[src/rtl/tmds_pkg.sv]
// Shared TMDS constants, disparity type and helpers for the pixel-domain encoder.
package tmds_pkg;

    localparam logic [9:0] CTRL_00    = 10'b1101010100;
    localparam logic [9:0] CTRL_01    = 10'b0010101011;
    localparam logic [9:0] CTRL_10    = 10'b0101010100;
    localparam logic [9:0] CTRL_11    = 10'b1010101011;
    localparam logic [9:0] CLOCK_WORD = 10'b0000011111;

    typedef logic signed [4:0] disp_t;

    function automatic logic [3:0] popcount8(input logic [7:0] v);
        logic [3:0] n;
        n = '0;
        for (int unsigned i = 0; i < 8; i++) begin
            n = n + {3'b000, v[i]};
        end
        return n;
    endfunction

    function automatic logic [9:0] ctrl_token(input logic [1:0] c);
        logic [9:0] t;
        case (c)
            2'b00:   t = CTRL_00;
            2'b01:   t = CTRL_01;
            2'b10:   t = CTRL_10;
            default: t = CTRL_11;
        endcase
        return t;
    endfunction

endpackage

[src/rtl/tmds_lane_enc.sv]
// Single TMDS lane: stage 1 builds the transition-minimised q_m, stage 2 applies
// DC balancing against the lane's running disparity or emits a control token.
module tmds_lane_enc
    import tmds_pkg::*;
(
    input  logic       i_clk,
    input  logic       i_reset,
    input  logic [7:0] i_data,
    input  logic       i_blank,
    input  logic [1:0] i_ctrl,
    output logic [9:0] o_word
);

    logic [3:0] w_d_ones;
    logic       w_use_xnor;
    logic [8:0] w_qm;

    logic [8:0] r_qm;
    logic       r_blank;
    logic [1:0] r_ctrl;

    logic [3:0] w_q_ones;
    logic [3:0] w_q_zeros;
    disp_t      w_bal;
    disp_t      w_cnt_next;
    logic [9:0] w_word_next;

    logic [9:0] r_word;
    disp_t      r_cnt;

    always_comb begin
        w_d_ones   = popcount8(i_data);
        w_use_xnor = (w_d_ones > 4'd4) || ((w_d_ones == 4'd4) && !i_data[0]);
        w_qm       = '0;
        w_qm[0]    = i_data[0];
        for (int unsigned i = 1; i < 8; i++) begin
            w_qm[i] = w_use_xnor ? ~(w_qm[i-1] ^ i_data[i]) : (w_qm[i-1] ^ i_data[i]);
        end
        w_qm[8] = ~w_use_xnor;
    end

    // Blank resets to 1 so the pipeline drains control token 00 while filling.
    always_ff @(posedge i_clk) begin
        if (i_reset) begin
            r_qm    <= '0;
            r_blank <= 1'b1;
            r_ctrl  <= '0;
        end else begin
            r_qm    <= w_qm;
            r_blank <= i_blank;
            r_ctrl  <= i_ctrl;
        end
    end

    always_comb begin
        w_q_ones    = popcount8(r_qm[7:0]);
        w_q_zeros   = 4'd8 - w_q_ones;
        w_bal       = disp_t'({1'b0, w_q_ones}) - disp_t'({1'b0, w_q_zeros});
        w_word_next = CTRL_00;
        w_cnt_next  = '0;
        if (r_blank) begin
            w_word_next = ctrl_token(r_ctrl);
            w_cnt_next  = '0;
        end else if ((r_cnt == 5'sd0) || (w_q_ones == w_q_zeros)) begin
            w_word_next = {~r_qm[8], r_qm[8], r_qm[8] ? r_qm[7:0] : ~r_qm[7:0]};
            w_cnt_next  = r_cnt + (r_qm[8] ? w_bal : -w_bal);
        end else if (((r_cnt > 5'sd0) && (w_q_ones > w_q_zeros)) ||
                     ((r_cnt < 5'sd0) && (w_q_zeros > w_q_ones))) begin
            w_word_next = {1'b1, r_qm[8], ~r_qm[7:0]};
            w_cnt_next  = r_cnt + (r_qm[8] ? 5'sd2 : 5'sd0) - w_bal;
        end else begin
            w_word_next = {1'b0, r_qm[8], r_qm[7:0]};
            w_cnt_next  = r_cnt - (r_qm[8] ? 5'sd0 : 5'sd2) + w_bal;
        end
    end

    always_ff @(posedge i_clk) begin
        if (i_reset) begin
            r_word <= CTRL_00;
            r_cnt  <= '0;
        end else begin
            r_word <= w_word_next;
            r_cnt  <= w_cnt_next;
        end
    end

    assign o_word = r_word;

endmodule

[src/rtl/tmds_encoder_pipe.sv]
// Pipelined three-lane DVI/TMDS encoder with depth expansion and fixed latency 2+C_out_reg.
// Define TMDS_CTL_EN to drive the green/red control tokens from in_ctl (HDMI preambles).
module tmds_encoder_pipe
    import tmds_pkg::*;
#(
    parameter int unsigned C_depth   = 8,
    parameter int unsigned C_out_reg = 1
) (
    input  logic               clk_pixel,
    input  logic               reset,
    input  logic [C_depth-1:0] in_red,
    input  logic [C_depth-1:0] in_green,
    input  logic [C_depth-1:0] in_blue,
    input  logic               in_hsync,
    input  logic               in_vsync,
    input  logic               in_blank,
    input  logic [3:0]         in_ctl,
    output logic [9:0]         out_red,
    output logic [9:0]         out_green,
    output logic [9:0]         out_blue,
    output logic [9:0]         out_clock,
    output logic               out_valid
);

    localparam int unsigned L = 2 + C_out_reg;

    logic [7:0] w_red8;
    logic [7:0] w_green8;
    logic [7:0] w_blue8;
    logic [1:0] w_green_ctrl;
    logic [1:0] w_red_ctrl;
    logic [9:0] w_red_word;
    logic [9:0] w_green_word;
    logic [9:0] w_blue_word;
    logic [L-1:0] r_valid_sr;

    // Left-justify, then refill the low bits by repeating the input from its MSB.
    for (genvar i = 0; i < 8; i++) begin : g_expand
        assign w_red8[7-i]   = in_red[C_depth-1-(i % C_depth)];
        assign w_green8[7-i] = in_green[C_depth-1-(i % C_depth)];
        assign w_blue8[7-i]  = in_blue[C_depth-1-(i % C_depth)];
    end

`ifdef TMDS_CTL_EN
    assign w_green_ctrl = in_ctl[1:0];
    assign w_red_ctrl   = in_ctl[3:2];
`else
    logic w_unused_ctl;
    assign w_unused_ctl = ^in_ctl;
    assign w_green_ctrl = 2'b00;
    assign w_red_ctrl   = 2'b00;
`endif

    tmds_lane_enc u_red (
        .i_clk   (clk_pixel),
        .i_reset (reset),
        .i_data  (w_red8),
        .i_blank (in_blank),
        .i_ctrl  (w_red_ctrl),
        .o_word  (w_red_word)
    );

    tmds_lane_enc u_green (
        .i_clk   (clk_pixel),
        .i_reset (reset),
        .i_data  (w_green8),
        .i_blank (in_blank),
        .i_ctrl  (w_green_ctrl),
        .o_word  (w_green_word)
    );

    tmds_lane_enc u_blue (
        .i_clk   (clk_pixel),
        .i_reset (reset),
        .i_data  (w_blue8),
        .i_blank (in_blank),
        .i_ctrl  ({in_vsync, in_hsync}),
        .o_word  (w_blue_word)
    );

    if (C_out_reg != 0) begin : g_out_reg
        logic [9:0] r_red;
        logic [9:0] r_green;
        logic [9:0] r_blue;

        always_ff @(posedge clk_pixel) begin
            if (reset) begin
                r_red   <= CTRL_00;
                r_green <= CTRL_00;
                r_blue  <= CTRL_00;
            end else begin
                r_red   <= w_red_word;
                r_green <= w_green_word;
                r_blue  <= w_blue_word;
            end
        end

        assign out_red   = r_red;
        assign out_green = r_green;
        assign out_blue  = r_blue;
    end else begin : g_no_out_reg
        assign out_red   = w_red_word;
        assign out_green = w_green_word;
        assign out_blue  = w_blue_word;
    end

    always_ff @(posedge clk_pixel) begin
        if (reset) begin
            r_valid_sr <= '0;
        end else begin
            r_valid_sr <= {r_valid_sr[L-2:0], 1'b1};
        end
    end

    assign out_valid = r_valid_sr[L-1];
    assign out_clock = CLOCK_WORD;

endmodule

[config.mk]
export PLATFORM = sky130hd
export DESIGN_NAME = tmds_encoder_pipe
export DESIGN_NICKNAME = d
export VERILOG_FILES = /design/src/rtl/tmds_pkg.sv /design/src/rtl/tmds_lane_enc.sv /design/src/rtl/tmds_encoder_pipe.sv
export SDC_FILE = /design/constraint.sdc
export NUM_CORES = 1
export LEC_CHECK = 0
export CAP_MARGIN = 10
export CORE_ASPECT_RATIO = 2
export CORE_MARGIN = 5
export CORE_UTILIZATION = 49
export DETAILED_ROUTE_END_ITERATION = 7
export PLACE_DENSITY = 0.69
export SETUP_SLACK_MARGIN = 0.05
export SYNTH_ARGS = -nofsm -noshare
export SYNTH_HDL_FRONTEND = slang
export SYNTH_SLANG_ARGS = --single-unit
[constraint.sdc]
create_clock -name clk_pixel -period 7.1 [get_ports clk_pixel]
set_input_delay 1.42 -clock clk_pixel [delete_from_list [all_inputs] [get_ports clk_pixel]]
set_output_delay 1.42 -clock clk_pixel [all_outputs]
set_load 0.005 [all_outputs]
======== After elaboration in Yosys (flattened, before gate mapping) ========
Index checks and enable logic that the tools add are counted.
word-level totals
  flip-flop bits (word level) ............. 108
  output and inout port bits .............. 41
  logic and storage cells ................. 230
operators by class
  add/sub/neg operators ................... 66
  order comparisons ....................... 15
  equal/unequal tests ..................... 8
  multiplexer cells ....................... 48
  bitwise operators ....................... 51
  reduce and logical (&&, ||, !) cells .... 26
operators by type and width
  kind                                                                           count
  4-bit by 1-bit adder with 4-bit output                                         36
  10-bit 2-to-1 mux                                                              7
  5-bit adder                                                                    9
  5-bit 2-to-1 mux                                                               9
  10-bit case mux with 3 select lines                                            1
  5-bit subtractor                                                               6
  1-bit inverter                                                                 27
  4-bit > comparator                                                             6
  8-bit 2-to-1 mux                                                               3
  8-bit inverter                                                                 3
  1-bit 2-to-1 mux                                                               22
  1-bit bitwise XOR                                                              21
  5-bit by 1-bit > comparator with 1-bit output (second input constant)          3
  5-bit zero test                                                                3
  5-bit by 1-bit less-than comparator with 1-bit output (second input constant)  3
  5-bit negation                                                                 3
  4-bit by 4-bit subtractor with 5-bit output                                    3
  1-bit by 1-bit adder with 2-bit output                                         6
  4-bit by 3-bit == test with 1-bit output (second input constant)               3
  4-bit == test                                                                  3
  4-bit by 3-bit > comparator with 1-bit output (second input constant)          3
  2-bit 2-to-1 mux                                                               6
  4-bit subtractor (first input constant)                                        3
  1-bit logical AND                                                              9
  6 further kinds                                                                16

======== Logic depth before layout (Yosys ltp) ========
  depth after elaboration ................. 29
  depth in mapped cells ................... 21
  depth with buffers taken out ............ 21

======== Hierarchy ========
Synthesis repeated with hierarchy kept, for this count alone.
unflattened totals
  cell total of the unflattened synthesis .. 780
  area total of the unflattened synthesis .. 7403.4 um^2
modules (own cells, without submodules)
  module                    instances  cells an instance  area an instance (um^2)  sequential area each (um^2)
  tmds_lane_enc at u_green  1          240                2172.1                   540.5
  tmds_lane_enc at u_red    1          235                2130.8                   540.5
  tmds_lane_enc at u_blue   1          224                2128.3                   540.5
  tmds_encoder_pipe         1          81                 972.2                    660.6

======== Least setup slack after synthesis ========
Ideal clock, no wire load.
  kind .................................... reg-to-reg
  start point ............................. register u_blue.r_qm[0]
  end point ............................... register u_blue.r_cnt[4]
  library setup time ...................... 0.133 ns
  arrival time ............................ 5.140 ns
  path slack .............................. 1.827 ns
  cell stages (with the launch flop) ...... 19
  buffers on the path ..................... 0
  cell sequence ........................... dfxtp_1 > ha_1 > inv_1 > fa_1 > fa_1 > fa_1 > fa_1 > nand2_1 > ha_1 > or2_2 > and2_1 > xor2_1 > ha_1 > o21a_1 > a211oi_1 > o22ai_1 > a2111oi_1 > or3_1 > a21oi_1
on the way
  word-level cells in the longest chain between the ends .. 13
  elaborated cells between the ends (all ways) .. 23
ends and longest elaborated chain
  element                                                                    RTL line                                  text
  start: declaration                                                         tmds_lane_enc.sv:18                       logic [8:0] r_qm;
  start signal: assignment                                                   tmds_lane_enc.sv:49                       r_qm <= w_qm;
  1-bit by 1-bit adder with 2-bit output (*)                                 tmds_pkg.sv:16                            n = n + {3'b000, v[i]};
  4-bit by 1-bit adder with 4-bit output (*) (6 in a row)                    tmds_pkg.sv:16
  4-bit subtractor                                                           tmds_lane_enc.sv:57                       w_q_zeros = 4'd8 - w_q_ones;
  4-bit by 4-bit subtractor with 5-bit output, or another cell as far along  tmds_lane_enc.sv:58                       w_bal = disp_t'({1'b0, w_q_ones}) - disp_t'({1'b0, w_q_zeros});
  5-bit negation, or another cell as far along                               tmds_lane_enc.sv:66                       w_cnt_next = r_cnt + (r_qm[8] ? w_bal : -w_bal);
  5-bit 2-to-1 mux or 1-bit logical OR (tied branches)                       tmds_lane_enc.sv:66, tmds_lane_enc.sv:67
  5-bit adder or 5-bit 2-to-1 mux (tied branches)                            tmds_lane_enc.sv:66, tmds_lane_enc.sv:67
  5-bit 2-to-1 mux (*)                                                       tmds_lane_enc.sv:64                       end else if ((r_cnt == 5'sd0) || (w_q_ones == w_q_zeros)) begin
  end signal: assignment                                                     tmds_lane_enc.sv:83                       r_cnt <= w_cnt_next;
  end: declaration                                                           tmds_lane_enc.sv:29                       disp_t r_cnt;
Every way passes the cells marked *; elsewhere a longest branch is shown, timed or not.
A chain may end at the register's enable or synchronous reset.

======== Worst setup path after layout ========
Ends and elaborated chain as after synthesis.

==> results.yml <==
run_status:
  outcome: "finished, final reports clean"
grt:
  antenna_found_initial: 0
  grt_start_max_net_pins: 64
  grt_pass1_vias: 5083
  track_usage: 0.177
  grt_pass1_wl_um: 23000
  overflow: 0
die:
  start_util: 0.499
  coreArea_um2: 13400
  ioPinCount: 74
  row_count: 60
  dieArea_um2: 16300
  die_h_um: 175
  die_x_um: 92.7
critical_path:
  crit_required_ns: 7.30
  crit_arrival_ns: 6.03
  endpoint_kind: "flop"
  path_max_fanout: 10
  timing.rr.end: "u_blue.r_cnt[4]"
  critPathKind: "flop to flop"
  start_kind: "flop"
  reg2reg_depth: 18
  r2r_start: "u_blue.r_qm[0]"
  reg2reg_setup_slack_ns: 1.26
layout:
  final_common_cell: "dfxtp_1"
  diodes: 0
  fin_util: 0.570
  synthToLayoutAreaGrowth_pct: 14.2
  layout.nets: 888
  layout.cells.non_filler: 918
  final_cell_mix: "dfxtp_1 (108), inv_1 (98), xnor2_1 (61)"
  layout-drive-gt1-share: 0.0668
sta:
  fmax_mhz: 171
  setup_viol: 0
  worst_slew_pin_slew_ns: 0.988
  finalHoldViolations: 0
  layout_min_cycle_time_ns: 5.84
  finalCritPeriodShare: 0.822
  worst_hold_slack_ns: 0.409
  slew_headroom: 0.341
  setup_tns_ns: 0
  rsz0062_at_grt: "no"
  skew_ns: 0.00594
  maxSlewViolCount: 0
route:
  wl_um: 13400
  first_iter_violations: 137
  drtAntennaViolNets: 0
  routed_via_density: 5.16
  drc_errors: 0
  wire_per_inst_um: 14.6
  dr.pass1.iters: 5
  via_count: 4741
clocking:
  clock_path_buffers: 2
  cts_inserted_buffers: 9
  insertion_delay_ns: 0.34
  cts_setup_buffers: 0
  cts_hold_buf: 0
  cts-root-buf: "clkbuf_16"
  ctsResizeCount: 0
  h-tree-depth: 3
  clock_sinks: 108
  clk_pin_slew_ns: 0.07
  cts_tree: "built"
logic_synthesis:
  synth_edf_count: 0
  synth_cell_types: 66
  synth-main-ff-cell: "dfxtp_1"
  yosysSeqAreaShare: 0.323
  synth_area_um2: 6700
  yosysWarnings: 0
  avgSynthCellArea_um2: 9.46
  ys_ff_latch: 108
  syn-instance-count: 708
  ys_async_sr_fraction: 0
flow_run:
  max-cap-violations: 0
placed_design:
  dpl.hpwl_um: 10900
  routabilityCongestion: 0.818
  dp.cells: 902
  io_buffers: 59
worst_hold_path:
  hp-class: "flop to flop"
  hold_end: "out_red[9]"
  hold_path_startpoint: "u_red.o_word[9]"
  holdPathStages: 1
-- worst max-delay path: stages, from the launching register on --
cell and delay, ns:
dfxtp_1 0.33, ha_1 0.28, inv_1 0.05, fa_1 0.50, fa_1 0.54, fa_1 0.47, fa_1 0.71, nand2_1 0.15
ha_1 0.39, or2_2 0.36, and2_1 0.22, xor2_1 0.18, ha_1 0.34, o21a_1 0.15, a211oi_1 0.25, o22ai_1 0.10
a2111oi_1 0.44, or3_1 0.17, a21oi_1 0.05
-- stage by stage --
| stage | setup slack [ns] | area [µm²] |
|---|---|---|
| final | 1.26 | 7650 |
| after global routing | 0.767 | 7650 |
| after CTS | 1.24 | 7650 |
| after detailed placement | 1.29 | 7350 |
| after global placement | 1.47 | 7350 |
| after floorplan | 1.83 | 6730 |
-- final cells by class --
| type | instances | area (µm²) |
|---|---|---|
| Fill cell | 1188 | 5780 |
| Multi-Input combinational cell | 481 | 4030 |
| Sequential cell | 108 | 2160 |
| Timing Repair Buffer | 60 | 593 |
| Inverter | 98 | 368 |
| Clock buffer | 11 | 243 |
| Tap cell | 155 | 194 |
| Clock inverter | 5 | 60.1 |
-- Yosys cell counts (2+ instances only) --
master,count,area share
or3_1,3,0.0028
o21ai_1,7,0.0052
nor2b_1,30,0.028
mux2_2,2,0.0034
a21o_1,12,0.013
dfxtp_1,108,0.32
inv_1,98,0.055
xnor2_1,61,0.080
o22ai_1,3,0.0028
a21bo_2,2,0.0030
nor2_1,53,0.030
nand2_1,25,0.014
o211a_1,2,0.0030
nand3_1,6,0.0045
or2_2,18,0.017
ha_1,58,0.11
o211ai_1,3,0.0034
xor2_1,16,0.021
nor3b_1,5,0.0056
conb_1,2,0.0011
mux2i_1,7,0.010
and2_1,11,0.010
buf_4,14,0.016
buf_2,3,0.0022
nand2b_1,6,0.0056
o21ai_0,19,0.014
a31oi_1,3,0.0028
nand4_1,3,0.0028
clkbuf_1,11,0.0062
fa_1,39,0.12
o21a_1,5,0.0056
a211oi_1,12,0.013
a21oi_1,21,0.016
or4_1,2,0.0022
nor3_1,7,0.0052
-- flip-flops by register name, summed over array words and instances, names as in the netlist, 9 cells and up, named ones only --
register	cells
out_blue	10
out_green	10
out_red	10
u_blue.o_word	10
u_blue.r_qm	9
u_green.o_word	10
u_green.r_qm	9
u_red.o_word	10
u_red.r_qm	9
-- worst max-delay path by stage --
stage	start	endpoint	cells after the start
after floorplan	u_blue.r_qm[0]	u_blue.r_cnt[4]	18
after global placement	u_blue.r_qm[0]	u_blue.r_cnt[4]	18
after detailed placement	u_blue.r_qm[0]	u_blue.r_cnt[4]	18
after CTS	u_blue.r_qm[0]	u_blue.r_cnt[4]	18
after global routing	u_blue.r_qm[0]	u_blue.r_cnt[4]	18
final	u_blue.r_qm[0]	u_blue.r_cnt[4]	18
-- logic make-up (layout without fill, tap and decap cells) --
group	Yosys count	after routing	share of synthesized area
muxes	11	11	0.0177
other	2	10	0.00112
and+or+nand+nor	180	180	0.141
xor gates and xnor gates	79	79	0.106
DFF	108	108	0.323
adders and majority gates	97	97	0.225
buffers and inverters	127	174	0.0797
AOI/OAI and AO/OA	104	104	0.107
-- routing by layer --
layer  routed length, µm  part of all wire  vias to the layer above  track usage
li1                    -                 -                     2356            -
met1                4620              0.35                     2260        0.170
met2                7770              0.58                       86        0.348
met3                 364             0.027                       39       0.0231
met4                 605             0.045                        0        0.100
met5                   0                 0                        -            0
Power is left out: the tool's default activity adds up to more than one toggle a clock period on the data nets, which glitch-free logic cannot reach.
